File: src/rtl/regfile_mp.sv
// Multi-port register file with two clocked write ports, combinational reads,
// optional write-to-read bypass, hardwired zero register and a clear sequencer.
module regfile_mp #(
    parameter int unsigned DATA_W   = 32,
    parameter int unsigned ADDR_W   = 5,
    parameter int unsigned NUM_RD   = 2,
    parameter int unsigned ZERO_REG = 1,
    parameter int unsigned BYPASS   = 1
) (
    input  logic                       clk,
    input  logic                       rst,
    input  logic                       clr_req,
    output logic                       busy,
    input  logic [NUM_RD*ADDR_W-1:0]   rd_addr,
    output logic [NUM_RD*DATA_W-1:0]   rd_data,
    input  logic                       wr0_en,
    input  logic [ADDR_W-1:0]          wr0_addr,
    input  logic [DATA_W-1:0]          wr0_data,
    input  logic                       wr1_en,
    input  logic [ADDR_W-1:0]          wr1_addr,
    input  logic [DATA_W-1:0]          wr1_data,
    output logic                       wr_conflict
);

    localparam int unsigned DEPTH = 1 << ADDR_W;

    typedef enum logic {
        IDLE  = 1'b0,
        CLEAR = 1'b1
    } state_t;

    state_t              state_q, state_d;
    logic [ADDR_W-1:0]   cnt_q, cnt_d;
    logic                conflict_q, conflict_d;
    logic [DATA_W-1:0]   mem_q [DEPTH];

    logic                wr0_ok, wr1_ok;

    assign busy        = (state_q == CLEAR);
    assign wr_conflict = conflict_q;

    // Writes to the zero register are dropped, but still count toward a conflict.
    assign wr0_ok = wr0_en && !((ZERO_REG != 0) && (wr0_addr == '0));
    assign wr1_ok = wr1_en && !((ZERO_REG != 0) && (wr1_addr == '0));

    always_comb begin
        state_d    = state_q;
        cnt_d      = cnt_q;
        conflict_d = 1'b0;
        case (state_q)
            IDLE: begin
                conflict_d = wr0_en && wr1_en && (wr0_addr == wr1_addr);
                if (clr_req) begin
                    state_d = CLEAR;
                    cnt_d   = '0;
                end
            end
            CLEAR: begin
                cnt_d = cnt_q + 1'b1;
                if (cnt_q == '1) begin
                    state_d = IDLE;
                end
            end
            default: state_d = IDLE;
        endcase
    end

    always_ff @(posedge clk) begin
        if (rst) begin
            state_q    <= CLEAR;
            cnt_q      <= '0;
            conflict_q <= 1'b0;
        end else begin
            state_q    <= state_d;
            cnt_q      <= cnt_d;
            conflict_q <= conflict_d;
        end
    end

    // Storage has no reset; port 1 is written last so it wins a collision.
    always_ff @(posedge clk) begin
        if (!rst) begin
            if (state_q == CLEAR) begin
                mem_q[cnt_q] <= '0;
            end else begin
                if (wr0_ok) begin
                    mem_q[wr0_addr] <= wr0_data;
                end
                if (wr1_ok) begin
                    mem_q[wr1_addr] <= wr1_data;
                end
            end
        end
    end

    always_comb begin
        logic [ADDR_W-1:0] ra;
        logic [DATA_W-1:0] rv;
        rd_data = '0;
        for (int unsigned i = 0; i < NUM_RD; i++) begin
            ra = rd_addr[i*ADDR_W +: ADDR_W];
            rv = mem_q[ra];
            if ((ZERO_REG != 0) && (ra == '0)) begin
                rv = '0;
            end else if ((BYPASS != 0) && (state_q == IDLE)) begin
                if (wr1_en && (wr1_addr == ra)) begin
                    rv = wr1_data;
                end else if (wr0_en && (wr0_addr == ra)) begin
                    rv = wr0_data;
                end
            end
            if (state_q == CLEAR) begin
                rv = '0;
            end
            rd_data[i*DATA_W +: DATA_W] = rv;
        end
    end

endmodule

File: config.mk
export PLATFORM = sky130hd
export DESIGN_NAME = regfile_mp
export DESIGN_NICKNAME = d
export VERILOG_FILES = /design/src/rtl/regfile_mp.sv
export SDC_FILE = /design/constraint.sdc
export NUM_CORES = 2
export LEC_CHECK = 0
export CAP_MARGIN = 20
export CORE_MARGIN = 2
export CORE_UTILIZATION = 30
export DETAILED_ROUTE_END_ITERATION = 12
export MAX_ROUTING_LAYER = met4
export PLACE_DENSITY = 0.55
export SYNTH_ARGS = -nofsm -noshare
export SYNTH_HDL_FRONTEND = slang
export SYNTH_SLANG_ARGS = --single-unit
File: constraint.sdc
create_clock -name clk -period 13.8 [get_ports clk]
set_input_delay 3.45 -clock clk [delete_from_list [all_inputs] [get_ports clk]]
set_output_delay 3.45 -clock clk [all_outputs]
set_load 0.02 [all_outputs]
* After elaboration in Yosys (flattened, before gate mapping)
Memory sizes are Yosys's and may differ from the RTL's. Cells that the tools add are included. W data, S select, Z words.
Word-level totals: logic and storage cells 56, register bits 7, memories 1, bits in writable memories 1024, output and inout bits 66
Memory list:
- mem_q | words 32, bits a word 32, rd ports 2, clocked after memory_dff 0, wr ports 2, RTL line 35 | logic [DATA_W-1:0] mem_q [DEPTH];
Operators by class: $add $sub $neg 1, equal/unequal tests 7, bitwise logic cells 1, multiplexer cells 27, reductions and logical operators 16
Operator list (count):
- $mux W32 | 9
- $reduce_or A32 Y1 | 1
- $eq A5 B5 Y1 | 5
- $logic_not A5 Y1 | 4
- $mux W1 | 14
- $mux W5 | 2
- $pmux W5 S2 | 1
- $logic_and A1 B1 Y1 | 8
- $add A5 B1 Y5 const B | 1
- $eq A5 B5 Y1 const B | 1
- $logic_not A1 Y1 | 2
- $ne A2 B2 Y1 const B | 1
- $pmux W1 S2 | 1
- $reduce_or A2 Y1 | 1
- $not A1 Y1 | 1

* Logic depth before layout (Yosys ltp)
depth in word-level cells 9, gate-level depth with buffers 9

* Worst setup path before layout
Ideal clock, no wire load.
kind input -> output, from in rd_addr[1], to out rd_data[17], buffers on the path 2, slack 4941 ps, arrival time 5409 ps, stages 7, cells stage by stage buf_4 -> buf_1 -> mux4_2 -> mux2_2 -> nand2_1 -> o211ai_1 -> a32o_1
Between the ends: cells in the longest elaborated chain, start to end 6
Ends and longest elaborated chain:
- from (decl) | RTL line 14 | input logic [NUM_RD*ADDR_W-1:0] rd_addr,
- parallel branches: the longest is 4 deep, another holds $mem_v2 Z32 W32
- $mux W32 * | RTL line 103 | if ((ZERO_REG != 0) && (ra == '0)) begin
- $mux W32 * | RTL line 112 | if (state_q == CLEAR) begin
- to (decl) | RTL line 15 | output logic [NUM_RD*DATA_W-1:0] rd_data,
Mark *: on every way between the ends.

* Final worst setup path
from in rd_addr[9], to out rd_data[36]
The elaborated chain is that of the path after synthesis.

==> impl_metrics.yaml <==
outcome:
  status: "completed"
setup_path:
  required_ns: 10.35
  setup.worst_path.start_class: "input port"
  critical_path_arrival_ns: 7.75
  rr_startpoint: "busy"
  rr_worst_depth: 7
  end_kind: "output pin"
  r2r_end: "mem_q[8][19]"
  cp-startpoint: "rd_addr[9]"
  endpoint: "rd_data[36]"
  path_max_fanout: 19
  r2r_slack_ns: 8.90
  criticalPathCategory: "in2out"
global_route:
  track_usage_pct: 23.9
  grt_start_max_net_pins: 121
  grt_overflow: 0
  grt_pass1_vias: 40900
  grt_pass1_wl_um: 336000
  antenna_found_initial: 5
cells_and_area:
  mostFrequentLayoutCell: "edfxtp_1"
  fillers: 19400
  syn2layout_area_growth_pct: 13.2
  layout_common_cells: "edfxtp_1, mux2_2, mux4_2"
  ff_latch_area_um2: 30900
  multi_input_comb_area_um2: 28300
  drive_gt1_share_pct: 42.2
  layout.nets: 4083
die:
  die_y_um: 454
  pin_count: 155
  design.core.area_um2: 202000
  die_width_um: 454
  start_util_pct: 30.1
  rows: 165
  die_area_um2: 206000
sta:
  grt_setup_unrepaired: "false"
  period_minus_slack_ns: 11.20
  setup_viol: 0
  hold_viol: 0
  worstMarginPinSlew_ns: 1.21
  tns_ns: 0
  fin_ws_ns: 2.60
  max_freq_ghz: 0.0892
  finalMaxSlewViolations: 0
  period_share_pct: 81.2
  max-slew-margin-rel_pct: 19.3
  skew_ns: 0.0262
clocking:
  clk_pin_slew_ns: 0.06
  cts_buffers: 108
  cts_root_buf: "clkbuf_16"
  cts_resized: 0
  clock_path_buffers: 3
  htree_levels: 3
  postCtsSetupBuffers: 0
  cts_sinks: 1031
  tritoncts: "yes"
  postCtsHoldBufs: 0
  clk_latency_ns: 0.75
place:
  pre_cts_slack_ns: 2.72
  hpwl_um: 137000
  io_buffers: 154
  finalWeightedCongestion: 0.873
yosys:
  netlist_instances: 4093
  async_flop_share_pct: 0
  synth_cell_types: 53
  syn-cell-area_um2: 60800
  synth_edf_count: 1024
  seq_area_frac_synth_pct: 50.8
  syn_nets: 4184
  synth_area_per_cell_um2: 14.9
  ys_warn_count: 0
  synth-seq-cells: 1031
  ys.flop_type: "edfxtp_1"
pwr:
  irDropWorstVdd_mv: 0.0876
  power_density_nw_per_um2: 101
  fin_total_pwr_uw: 6940
  leakage_uw: 0.0248
drt:
  wl_per_cell_um: 36.0
  first_pass_iters: 6
  postRouteAntennaNets: 0
  viasPerCell: 6.07
  drtIter0Drc: 5776
  wirelength_um: 243000
  vias: 41000
  drc: 0
worst_hold_path:
  holdCritPathClass: "reg2reg"
run:
  cap_violations: 0
==> synthesized netlist by cell type, drive strengths merged, types with 2 or more instances <==
| cell | instances | share of area [%] |
|---|---|---|
| edfxtp | 1024 | 51 |
| mux2 | 769 | 14 |
| mux4 | 543 | 20 |
| nand2 | 381 | 2.5 |
| clkbuf | 363 | 2.2 |
| o21ai | 314 | 2.6 |
| buf | 138 | 1.2 |
| o22ai | 99 | 1.0 |
| a22oi | 66 | 0.81 |
| nor2 | 49 | 0.30 |
| mux2i | 38 | 0.63 |
| or2 | 35 | 0.36 |
| inv | 33 | 0.20 |
| a32o | 32 | 0.53 |
| o2bb2ai | 32 | 0.46 |
| o211ai | 31 | 0.38 |
| o21a | 31 | 0.38 |
| xor2 | 15 | 0.22 |
| nand3 | 12 | 0.099 |
| xnor2 | 10 | 0.14 |
| nand2b | 8 | 0.082 |
| o21bai | 8 | 0.099 |
| dfxtp | 7 | 0.23 |
| nor2b | 7 | 0.072 |
| a21oi | 6 | 0.049 |
| and3 | 6 | 0.062 |
| and2 | 4 | 0.041 |
| nor3 | 4 | 0.041 |
| nor3b | 4 | 0.066 |
| nor4 | 4 | 0.041 |
| a31oi | 3 | 0.031 |
| a22o | 2 | 0.029 |
| ha | 2 | 0.041 |
| nand4 | 2 | 0.021 |
| o32a | 2 | 0.033 |
| or4 | 2 | 0.025 |
==> layer usage <==
layer	vias to the layer above	global-route usage [%]	wire, um
met5	-	-	0
met4	0	13.7	15700
met3	662	3.23	19100
met2	2432	39.3	121000
met1	21700	28.2	87900
li1	16200	-	-
==> worst max-delay path, cell delays in order <==
cell and delay [ns]:
clkdlybuf4s50_1 0.99, nor2b_4 0.87, buf_4 0.57, a22oi_1 0.20, nand2_1 0.16, o22ai_1 0.08
o2bb2ai_1 0.61, clkdlybuf4s50_1 0.75
==> layout make-up <==
cell class,instances,area share [%]
Sequential cell,1031,44.9
Multi-Input combinational cell,2528,41.1
Tap cell,2672,4.86
Clock buffer,135,4.14
Timing Repair Buffer,290,3.98
Clock inverter,66,0.865
Inverter,33,0.180
Antenna cell,4,0.0145
==> sequential cells by signal, summed over array words and instances (netlist names) <==
name and cells:
busy 1, wr_conflict 1, cnt_q 5, mem_q 1024
==> power breakdown <==
group,switching (uW),internal [uW]
sequential,7.01,3410
clock,1320,1650
combinational,353,201
total,1680,5250
==> through the flow <==
stage / utilization [%] / instance area [um^2] / cells / hold WS, ns
after detailed placement: 32.4 / 65300 / 6552 / 0.564
after global placement: 32.3 / 65200 / 6546 / 0.553
after floorplan: - / 60800 / 4093 / 0.501
after CTS: 34.1 / 68800 / 6753 / 0.579
after global routing: 34.1 / 68800 / 6757 / 0.599
final: 34.1 / 68800 / 6759 / 0.569
==> how the worst min path moves through the flow <==
| stage | start | to | slack [ns] | cells past startpoint |
|---|---|---|---|---|
| detailed placement | cnt_q[2] | cnt_q[2] | 0.56 | 2 |
| CTS | cnt_q[2] | cnt_q[2] | 0.58 | 2 |
| global placement | cnt_q[2] | cnt_q[2] | 0.55 | 2 |
| global route | cnt_q[2] | cnt_q[2] | 0.60 | 2 |
| finish | cnt_q[2] | cnt_q[2] | 0.57 | 2 |
| floorplan | cnt_q[2] | cnt_q[2] | 0.50 | 2 |
==> cell families (layout without fill, tap and decap cells) <==
kind of cell / Yosys count / in the layout / synth area share [%]
XOR/XNOR: 25 / 25 / 0.360
multiplexers: 1350 / 1350 / 35.0
flip-flops: 1031 / 1031 / 50.8
adder cells (fa/ha/maj): 2 / 2 / 0.0411
AO/OA/AOI/OAI: 632 / 632 / 6.50
buffers and inverters: 534 / 524 / 3.68
other: 0 / 4 / 0
AND/OR/NAND/NOR: 519 / 519 / 3.68
(Power assumes the default switching activity.)
